[src/rtl/uart_rx.sv]
// 8N1 UART receiver, LSB first: two-flop input synchroniser, mid-bit start
// validation, centre sampling of data/stop bits, valid or framing-error pulse.
module uart_rx #(
    parameter int unsigned CLKS_PER_BIT = 5208
) (
    input  logic       clk,
    input  logic       rst_l,
    input  logic       rx,
    output logic [7:0] d_out,
    output logic       valid,
    output logic       frame_err,
    output logic       busy
);

    localparam int unsigned HALF_BIT = (CLKS_PER_BIT - 1) / 2;
    localparam int unsigned CNT_W    = $clog2(CLKS_PER_BIT);

    localparam logic [CNT_W-1:0] CNT_HALF = CNT_W'(HALF_BIT);
    localparam logic [CNT_W-1:0] CNT_LAST = CNT_W'(CLKS_PER_BIT - 1);

    typedef enum logic [2:0] {
        S_IDLE,
        S_START,
        S_DATA,
        S_STOP,
        S_BREAK
    } state_e;

    state_e           state_q, state_d;
    logic [CNT_W-1:0] cnt_q, cnt_d;
    logic [2:0]       bit_idx_q, bit_idx_d;
    logic [7:0]       shift_q, shift_d;
    logic [7:0]       d_out_q, d_out_d;
    logic             valid_q, valid_d;
    logic             frame_err_q, frame_err_d;
    logic             busy_q, busy_d;
    logic             rx_meta_q, rx_s_q;

    // State and output registers; synchroniser resets to the idle (high) level.
    always_ff @(posedge clk) begin
        if (!rst_l) begin
            state_q     <= S_IDLE;
            cnt_q       <= '0;
            bit_idx_q   <= '0;
            shift_q     <= '0;
            d_out_q     <= '0;
            valid_q     <= 1'b0;
            frame_err_q <= 1'b0;
            busy_q      <= 1'b0;
            rx_meta_q   <= 1'b1;
            rx_s_q      <= 1'b1;
        end else begin
            state_q     <= state_d;
            cnt_q       <= cnt_d;
            bit_idx_q   <= bit_idx_d;
            shift_q     <= shift_d;
            d_out_q     <= d_out_d;
            valid_q     <= valid_d;
            frame_err_q <= frame_err_d;
            busy_q      <= busy_d;
            rx_meta_q   <= rx;
            rx_s_q      <= rx_meta_q;
        end
    end

    // Next-state and output decode.
    always_comb begin
        state_d     = state_q;
        cnt_d       = cnt_q;
        bit_idx_d   = bit_idx_q;
        shift_d     = shift_q;
        d_out_d     = d_out_q;
        valid_d     = 1'b0;
        frame_err_d = 1'b0;

        unique case (state_q)
            S_IDLE: begin
                if (!rx_s_q) begin
                    state_d = S_START;
                    cnt_d   = '0;
                end
            end
            S_START: begin
                if (cnt_q == CNT_HALF) begin
                    cnt_d     = '0;
                    bit_idx_d = '0;
                    state_d   = rx_s_q ? S_IDLE : S_DATA;
                end else begin
                    cnt_d = cnt_q + CNT_W'(1);
                end
            end
            S_DATA: begin
                if (cnt_q == CNT_LAST) begin
                    cnt_d              = '0;
                    shift_d[bit_idx_q] = rx_s_q;
                    if (bit_idx_q == 3'd7) begin
                        state_d = S_STOP;
                    end else begin
                        bit_idx_d = bit_idx_q + 3'd1;
                    end
                end else begin
                    cnt_d = cnt_q + CNT_W'(1);
                end
            end
            S_STOP: begin
                if (cnt_q == CNT_LAST) begin
                    cnt_d = '0;
                    if (rx_s_q) begin
                        d_out_d = shift_q;
                        valid_d = 1'b1;
                        state_d = S_IDLE;
                    end else begin
                        frame_err_d = 1'b1;
                        state_d     = S_BREAK;
                    end
                end else begin
                    cnt_d = cnt_q + CNT_W'(1);
                end
            end
            S_BREAK: begin
                // A line held low after a bad stop bit must not look like a new start.
                if (rx_s_q) begin
                    state_d = S_IDLE;
                end
            end
            default: begin
                state_d = S_IDLE;
            end
        endcase

        busy_d = (state_d != S_IDLE);
    end

    assign d_out     = d_out_q;
    assign valid     = valid_q;
    assign frame_err = frame_err_q;
    assign busy      = busy_q;

endmodule

[config.mk]
export PLATFORM = sky130hd
export DESIGN_NAME = uart_rx
export DESIGN_NICKNAME = d
export VERILOG_FILES = /design/src/rtl/uart_rx.sv
export SDC_FILE = /design/constraint.sdc
export NUM_CORES = 1
export LEC_CHECK = 0
export ABC_AREA = 0
export BUFFER_PORTS_ARGS = -buffer_cell sky130_fd_sc_hd__clkbuf_2
export CORE_ASPECT_RATIO = 0.75
export CORE_MARGIN = 3
export CORE_UTILIZATION = 35
export CTS_CLUSTER_SIZE = 10
export DETAILED_ROUTE_END_ITERATION = 6
export PLACE_DENSITY_LB_ADDON = 0.3
export SLEW_MARGIN = 20
export SYNTH_ARGS = -nofsm -noshare
export SYNTH_HDL_FRONTEND = slang
export SYNTH_SLANG_ARGS = --single-unit
[constraint.sdc]
create_clock -name clk -period 4.9 [get_ports clk]
set_input_delay 0 -clock clk [delete_from_list [all_inputs] [get_ports clk]]
set_output_delay 0 -clock clk [all_outputs]
set_load 0.005 [all_outputs]
==> results.json <==
{
  "r2r_end": "d_out[7]",
  "synthCells": 206,
  "timing.final.setup_violations": 0,
  "synth_edf_count": 0,
  "slew_viol_final": 0,
  "clk-insertion-delay-late_ns": 0.29,
  "clockRootBuffer": "sky130_fd_sc_hd__clkbuf_8",
  "grt_first_pass_wirelength_um": 6400,
  "syn-cell-area_um2": 1860,
  "floorplan.initialDensity_pct": 37.1,
  "achievable-frequency_mhz": 415,
  "first_global_vias": 1352,
  "power.switching_fraction_pct": 22.5,
  "cp.required_ns": 5.06,
  "min-delay-path-class": "primary input to register",
  "post-place-ws_ns": 2.48,
  "finalWeightedCongestion": 0.795,
  "yosys.cell_types.count": 44,
  "die_ar_um2": 6230,
  "clockPowerShare_pct": 38.8,
  "post_cts.repair.setup_buffers": 0,
  "grt_max_degree": 22,
  "die-height_um": 69.1,
  "tightest_slew_ns": 1.06,
  "intPower_mw": 0.447,
  "ys_top_cells_by_area": "sky130_fd_sc_hd__dfxtp_1 43%, sky130_fd_sc_hd__mux2i_1 10%, sky130_fd_sc_hd__nand2_1 5.2%",
  "finalClockSkew_ns": 0.00722,
  "wl_per_cell_um": 12.8,
  "drt_drc_violations_left": 0,
  "number_of_antenna_violations_at_the_first_check_in_global_routing": 0,
  "final.min_clock_period_ns": 2.41,
  "crit_path_start_kind": "register",
  "cts_inserted_buffers": 5,
  "timing.setup.tns_ns": 0,
  "num_antenna_cells": 0,
  "layout.core_utilization_pct": 41.4,
  "max_capacitance_violation_count": 0,
  "fin_nets": 224,
  "synthMostInstantiatedCell": "sky130_fd_sc_hd__dfxtp_1",
  "final-instance-count-excl-fill": 291,
  "place.port_buffers": 13,
  "drive_above_1_share_pct": 11.9,
  "final_hold_viols": 0,
  "power.density_nw_per_um2": 278,
  "place_hpwl_um": 2510,
  "initialDrtViolationCount": 132,
  "synth.net_count": 212,
  "comb_power_share_pct": 4.0,
  "synth_flop_cell": "sky130_fd_sc_hd__dfxtp_1",
  "worst_slew_margin_rel_pct": 29.4,
  "worstHoldPathCells": 2,
  "setup_ws_ns": 2.49,
  "ys_seq_area_share_pct": 43.1,
  "netlist.area_leader.share_pct": 43.1,
  "synth_seq_cells": 40,
  "clock_tree.buffer_depth": 2,
  "run_status": "complete, no violations",
  "r2r.worst_path.cells": 6,
  "floorplan.io_pins": 14,
  "net_switching_power_mw": 0.130,
  "cp_class": "register to register",
  "critical_path_arrival_ns": 2.57,
  "regToRegStartpoint": "cnt_q[0]",
  "synthArstFlopShare_pct": 0,
  "clk_transition_reported_paths_ns": 0.07,
  "static-leakage-power_nw": 0.774,
  "sequentialPowerShare_pct": 57.2,
  "layout_worst_path_cycle_share_pct": 49.1,
  "ys_warn_count": 0,
  "synth_top_cells_by_count": "40 x sky130_fd_sc_hd__dfxtp_1, 26 x sky130_fd_sc_hd__nand2_1, 22 x sky130_fd_sc_hd__nor2_1, 19 x sky130_fd_sc_hd__mux2i_1, 11 x sky130_fd_sc_hd__a31oi_1",
  "cts.htree.levels": 2,
  "via_to_cell_ratio": 5.23,
  "cts_tree": "yes",
  "die_w_um": 90.2,
  "vdd_ir_drop_max_mv": 0.0940,
  "design_power_total_mw": 0.577,
  "grt_util_all_layers_pct": 12.3,
  "place_inst": 282,
  "post_synth.cell_area_avg_um2": 9.03,
  "detailed_route_via_count": 1523,
  "detailedRoute.firstPassIterationCount": 4,
  "capturing_element_type_of_the_critical_path": "register",
  "sum_of_overflow_across_all_layers_after_global_routing": 0,
  "placementRows": 22,
  "cts_sink_cnt": 40,
  "synth_top_area_cell": "sky130_fd_sc_hd__dfxtp_1",
  "holdPathEnd": "rx_meta_q",
  "detail_route.wirelength_um": 3720,
  "crit_path_max_fanout": 10,
  "grt_setup_unrepaired": "false",
  "coreArea_um2": 5010,
  "hold_start": "rst_l",
  "antenna_nets_post_route": 0,
  "timing.reg2reg.setup_slack_ns": 2.49,
  "syn_to_final_growth_pct": 11.5
}
[cell usage in the layout, fill, tap and decap left out, types with 2 or more instances in the layout]
master | Yosys | layout
sky130_fd_sc_hd__nor3b_1 | 2 | 2
sky130_fd_sc_hd__clkinv_2 | 0 | 2
sky130_fd_sc_hd__nand2_1 | 26 | 26
sky130_fd_sc_hd__a21oi_1 | 9 | 9
sky130_fd_sc_hd__nor2b_1 | 2 | 2
sky130_fd_sc_hd__nor2_1 | 22 | 22
sky130_fd_sc_hd__nand2b_1 | 7 | 7
sky130_fd_sc_hd__a41oi_1 | 3 | 3
sky130_fd_sc_hd__nor4bb_1 | 3 | 3
sky130_fd_sc_hd__a31oi_1 | 11 | 11
sky130_fd_sc_hd__clkbuf_8 | 0 | 6
sky130_fd_sc_hd__nand3b_1 | 3 | 3
sky130_fd_sc_hd__or4b_1 | 2 | 2
sky130_fd_sc_hd__clkbuf_2 | 0 | 13
sky130_fd_sc_hd__and4b_1 | 2 | 2
sky130_fd_sc_hd__dfxtp_1 | 40 | 40
sky130_fd_sc_hd__nor3_1 | 2 | 2
sky130_fd_sc_hd__ha_1 | 3 | 3
sky130_fd_sc_hd__nand3_1 | 10 | 10
sky130_fd_sc_hd__and4_1 | 2 | 2
sky130_fd_sc_hd__mux2i_1 | 19 | 19
sky130_fd_sc_hd__nor4_1 | 2 | 2
sky130_fd_sc_hd__o21ai_0 | 3 | 3
sky130_fd_sc_hd__inv_1 | 5 | 5
[sequential cells by signal, summed over array words and instances, names as in the netlist]
name       count
cnt_q         13
rx_meta_q      1
rx_s_q         1
d_out          8
valid          1
state_q        3
busy           1
shift_q        8
bit_idx_q      3
frame_err      1
[through the flow]
step	area (um2)	hold WS, ns
floorplan	1860	0.101
global placement	1970	0.183
detailed placement	1970	0.194
CTS	2070	0.177
global route	2070	0.218
finish	2070	0.196
[how the worst max path moves through the flow]
stage,start,endpoint,cells after the start
after floorplan,cnt_q[0],bit_idx_q[0],7
after global placement,cnt_q[0],d_out[2],6
after detailed placement,cnt_q[0],d_out[7],6
after CTS,cnt_q[0],d_out[7],6
after global routing,cnt_q[0],d_out[3],6
final,cnt_q[0],d_out[7],6
[power groups by stage]
stage / Clock [mW] / Combinational (mW) / Sequential, mW
2_1_floorplan: 0 / 0.0182 / 0.336
3_3_place_gp: 0 / 0.0228 / 0.337
3_5_place_dp: 0 / 0.0226 / 0.337
4_1_cts: 0.234 / 0.0233 / 0.330
5_1_grt: 0.246 / 0.0261 / 0.330
6_report: 0.224 / 0.0233 / 0.330
[per-layer routing]
metal  GRT usage, %  up-vias  routed length, um
li1               -      775                  -
met4           4.07        0                 48
met2           17.0       39               1500
met1           18.4      704               1980
met5              0        -                  0
met3           3.38        5                194
[cell type report]
cell class	count	area, um2
fill	520	2940
multi-input combinational	152	996
sequential	40	801
tap	72	90.1
clock buffer	6	82.6
timing repair buffer	14	75.1
inverter	5	18.8
clock inverter	2	10.0
[cell families after synthesis]
family | after synthesis | share of synthesized area (%)
muxes | 20 | 10.8
and+or+nand+nor | 91 | 26.6
buffers and inverters | 14 | 3.36
AOI/OAI and AO/OA | 38 | 14.1
adders and majority gates | 3 | 2.02
DFF | 40 | 43.1
[timing repair]
item	4_1_cts	5_1_grt
hold buffers	1	0
resized for setup	0	0
endpoints found under the hold margin	1	0
[worst max-delay path, stage by stage (launching register included)]
cell and delay [ns]:
sky130_fd_sc_hd__dfxtp_1 0.39, sky130_fd_sc_hd__ha_1 0.26, sky130_fd_sc_hd__nor4bb_1 0.27, sky130_fd_sc_hd__and4b_1 0.44
sky130_fd_sc_hd__and4_1 0.60, sky130_fd_sc_hd__mux2i_1 0.26, sky130_fd_sc_hd__nor2_1 0.05
Note: power is estimated with default switching activity, not from simulation.
